<file path="src/rtl/mod_503_serial_reducer.sv">
// Bit-serial Horner reducer: folds 6-bit chunks (MS chunk first) into a residue mod 503.
// Optional chunk counter on out_chunks_o when MOD503_CNT_EN is defined.
module mod_503_serial_reducer #(
    parameter int unsigned MOD = 503,
    parameter int unsigned W   = 9
) (
    input  logic         clk,
    input  logic         rst_n,
    input  logic         in_valid_i,
    output logic         in_ready_o,
    input  logic [5:0]   in_data_i,
    input  logic         in_last_i,
    output logic         out_valid_o,
    input  logic         out_ready_i,
    output logic [W-1:0] out_res_o
`ifdef MOD503_CNT_EN
    , output logic [7:0] out_chunks_o
`endif
);

    typedef enum logic [1:0] {StIdle, StShift, StOut} state_e;

    state_e         state_q;
    logic [W-1:0]   acc_q;
    logic [W-1:0]   acc_d;
    logic [5:0]     sh_q;
    logic [2:0]     bc_q;
    logic           last_q;
    logic [W:0]     t;

    // acc <= 502 keeps t <= 1005, so a single conditional subtract is enough.
    always_comb begin
        t     = {acc_q, 1'b0} + {{W{1'b0}}, sh_q[5]};
        acc_d = (t >= (W+1)'(MOD)) ? W'(t - (W+1)'(MOD)) : t[W-1:0];
    end

    always_ff @(posedge clk or negedge rst_n) begin
        if (!rst_n) begin
            state_q <= StIdle;
            acc_q   <= '0;
            sh_q    <= '0;
            bc_q    <= '0;
            last_q  <= 1'b0;
        end else begin
            unique case (state_q)
                StIdle: begin
                    if (in_valid_i) begin
                        sh_q    <= in_data_i;
                        last_q  <= in_last_i;
                        bc_q    <= '0;
                        state_q <= StShift;
                    end
                end
                StShift: begin
                    acc_q <= acc_d;
                    sh_q  <= {sh_q[4:0], 1'b0};
                    bc_q  <= bc_q + 3'd1;
                    if (bc_q == 3'd5) begin
                        state_q <= last_q ? StOut : StIdle;
                    end
                end
                StOut: begin
                    if (out_ready_i) begin
                        acc_q   <= '0;
                        state_q <= StIdle;
                    end
                end
                default: state_q <= StIdle;
            endcase
        end
    end

    assign in_ready_o  = (state_q == StIdle);
    assign out_valid_o = (state_q == StOut);
    assign out_res_o   = acc_q;

`ifdef MOD503_CNT_EN
    logic [7:0] cnt_q;

    always_ff @(posedge clk or negedge rst_n) begin
        if (!rst_n) begin
            cnt_q <= '0;
        end else if (state_q == StIdle && in_valid_i) begin
            if (cnt_q != 8'hFF) begin
                cnt_q <= cnt_q + 8'd1;
            end
        end else if (state_q == StOut && out_ready_i) begin
            cnt_q <= '0;
        end
    end

    assign out_chunks_o = cnt_q;
`endif

endmodule

</file>
<file path="config.mk">
export PLATFORM = sky130hd
export DESIGN_NAME = mod_503_serial_reducer
export DESIGN_NICKNAME = d
export VERILOG_FILES = /design/src/rtl/mod_503_serial_reducer.sv
export SDC_FILE = /design/constraint.sdc
export NUM_CORES = 1
export LEC_CHECK = 0
export BUFFER_PORTS_ARGS = -buffer_cell sky130_fd_sc_hd__buf_2
export CORE_MARGIN = 8
export CORE_UTILIZATION = 40
export CTS_CLUSTER_DIAMETER = 200
export DETAILED_ROUTE_END_ITERATION = 7
export MAX_ROUTING_LAYER = met4
export PLACE_DENSITY = 0.68
export SYNTH_ARGS = -nofsm -noshare
export SYNTH_HDL_FRONTEND = slang
export SYNTH_SLANG_ARGS = --single-unit
</file>
<file path="constraint.sdc">
create_clock -name clk -period 4.61 [get_ports clk]
set_input_delay 0.922 -clock clk [delete_from_list [all_inputs] [get_ports clk]]
set_output_delay 0.922 -clock clk [all_outputs]
set_load 0.03 [all_outputs]
</file>
==> flow_metrics.tcl <==
set metrics [dict create \
    drcViolationCount 0 \
    crit_slowest_cell "dfrtp_1" \
    path_cells "and2b_2 -> buf_2" \
    drt.antenna.violating_nets 0 \
    fmax_ghz 0.4311 \
    critical-path-max-stage-delay_ns 0.60 \
    synth_area_um2 1181 \
    skew_ns 0.008921 \
    tns_ns 0 \
    min_from "sh_q[3]" \
    regToRegSetupSlack_ns 2.51 \
    grt_pass1_vias 1014 \
    mostFrequentLayoutCells "dfrtp_1 (21), buf_2 (21), nand2_1 (17), o21ai_0 (8), o21ai_1 (6)" \
    worst_slew_pin_slew_ns 0.6603 \
    drtPass1Iterations 4 \
    critical-path-top-delay-family "flip-flops" \
    die_area_um2 4948 \
    clk_latency_ns 0.31 \
    ctsHoldBuffers 0 \
    final_hold_viol_count 0 \
    drv_cap 0 \
    routed-wl-met2_mm 1.228 \
    dr.max_layer_used "met4" \
    drt-met1-wl_mm 1.252 \
    leakagePower_nw 0.5614 \
    reg2reg_from "state_q[0]" \
    yosys.area_share.simple 0.1822 \
    diodes 0 \
    power_density_nw_per_um2 730.0 \
    clk_pin_slew_ns 0.13 \
    crit_start "state_q[0]" \
    critPathKind "flop to primary output" \
    grt_max_degree 22 \
    overflow 0 \
    cts_resized 0 \
    chipHeight_um 70.34 \
    via_per_inst 5.892 \
    cp-start-kind "flop" \
    setup_viol 0 \
    portBuffers 21 \
    ys.flop_type "dfrtp_1" \
    vias 984 \
    synth.distinct_cells 40 \
    gp_congestion 0.8093 \
    routedWlPerCell_um 15.95 \
    required_ns 3.69 \
    antenna_found_initial 0 \
    num_io_pins 22 \
    wl_met3_um 171 \
    ys_ff_latch 21 \
    fp-row-count 19 \
    slew_headroom 0.5569 \
    drtIter0Drc 119 \
    start_util 0.4247 \
    avgSynthCellArea_um2 10.01 \
    reg2reg_depth 4 \
    post-dp-hpwl_mm 1.926 \
    worst_ir_drop_vdd_mv 0.4192 \
    synth_nets 132 \
    syn_to_final_growth_pct 9.851 \
    gr-usage-all-layers 0.1134 \
    clock-root-buffer "clkbuf_4" \
    cts_max_path_buffers 2 \
    synth_mux_area_frac 0.02648 \
    post-route-period-util 0.5032 \
    setup_slack_ns 2.290 \
    synthCells 118 \
    cp_num_buf_inv 1 \
    synth_warnings 0 \
    preCtsSetupSlack_ns 2.569 \
    cp.depth 2 \
    core_area_um2 2781 \
    min_period_ns 2.320 \
    numCtsBuffers 3 \
    outcome "finished, final reports clean" \
    synth_edf_count 0 \
    hp-class "flop to flop" \
    grt_first_pass_wirelength_mm 4.602 \
    post_cts_buffers 0 \
    synth_xor_area_frac 0.01483 \
    cts_sinks 21 \
    crit_path_max_fanout 14 \
    num-nets-final 151 \
    synth-async-reset-ratio 1.000 \
    r2r-end "out_res_o[5]" \
    synth_compound_area_frac 0.2447 \
    ys_seq_area_frac 0.4449 \
    drive_above_1_share 0.2279 \
    endpoint_kind "primary output" \
    arrival_ns 1.40 \
    endpoint "out_valid_o" \
    synthAdderAreaFrac 0.03178 \
    tritoncts "built" \
    rsz0062_at_grt "no" \
    die_x_um 70.34 \
    synth_top_family_by_area "compound AO/OA/AOI/OAI gates" \
    wirelength_mm 2.663 \
    maxSlewViolCount 0 \
    h-tree-depth 1 \
]
## flip-flops by register name, summed over array words and instances (netlist names)
name       count
sh_q           6
last_q         1
out_res_o      9
state_q        2
bc_q           3
## tightest hold or removal path, delay by kind of cell, from the launching register on
family / cells / cell delay [ns]
DFF: 1 / 0.37
AOI/OAI and AO/OA: 1 / 0.06
and+or+nand+nor: 1 / 0.05
## power breakdown
group	internal [mW]	total (mW)	switching [mW]
Clock	0.0331	0.0944	0.0612
Combinational	0.187	0.464	0.277
Sequential	0.266	0.389	0.123
Total	0.486	0.947	0.461
## metal layers
layer,GRT usage,vias up
met5,-,-
met1,0.1308,469
met3,0.04520,2
met2,0.1801,37
li1,-,476
met4,0.02679,0
## cells in the mapped netlist (all sizes together) (2+ instances only)
cell	n	area (um^2)
a31oi	3	33.78
nand3	2	10.01
a21oi	5	28.78
a22o	2	18.77
dfrtp	21	525.5
nand2	17	63.81
nand4	3	18.77
nor2	3	11.26
a22oi	5	37.54
xor2	2	17.52
ha	3	37.54
nand3b	2	15.01
nor2b	2	12.51
nand2b	2	12.51
o21ai	14	70.07
mux2i	2	20.02
nor4b	3	26.28
o211ai	3	22.52
buf	6	53.79
and3	3	23.77
a32o	2	20.02
inv	2	7.510
## logic make-up (layout without fill, tap and decap cells)
logic type               count (synthesis)  in the layout
XOR/XNOR                                 2              2
multiplexers                             3              3
AND/OR/NAND/NOR                         40             40
buffers and inverters                    9             27
flip-flops                              21             21
AO/OA/AOI/OAI                           40             40
adder cells (fa/ha/maj)                  3              3
## worst min path at each step
stage | endpoint | cells after the start | slack [ns]
detailed placement | sh_q[2] | 2 | 0.49
CTS | sh_q[4] | 2 | 0.52
global route | sh_q[0] | 1 | 0.55
finish | sh_q[3] | 2 | 0.51
global placement | sh_q[2] | 2 | 0.47
floorplan | sh_q[1] | 2 | 0.45
## layout make-up
type | count | area [um^2]
tap | 31 | 38.79
inverter | 2 | 7.507
fill | 270 | 1484
clock buffer | 3 | 22.52
clock inverter | 1 | 7.507
multi-input combinational | 88 | 590.6
timing repair buffer | 21 | 105.1
sequential | 21 | 525.5
## per-stage QoR
step                      hold WS (ns)  power [mW]  utilization  instance area [um^2]  std cells
after floorplan                 0.4502      0.7565            -                  1181        118
after global placement          0.4727      0.8388       0.4557                  1267        163
after detailed placement        0.4885      0.8560       0.4557                  1267        163
after CTS                       0.5176      0.9539       0.4665                  1297        167
after global routing            0.5464       1.026       0.4665                  1297        167
final                           0.5109      0.9472       0.4665                  1297        167
(Power assumes the default switching activity.)
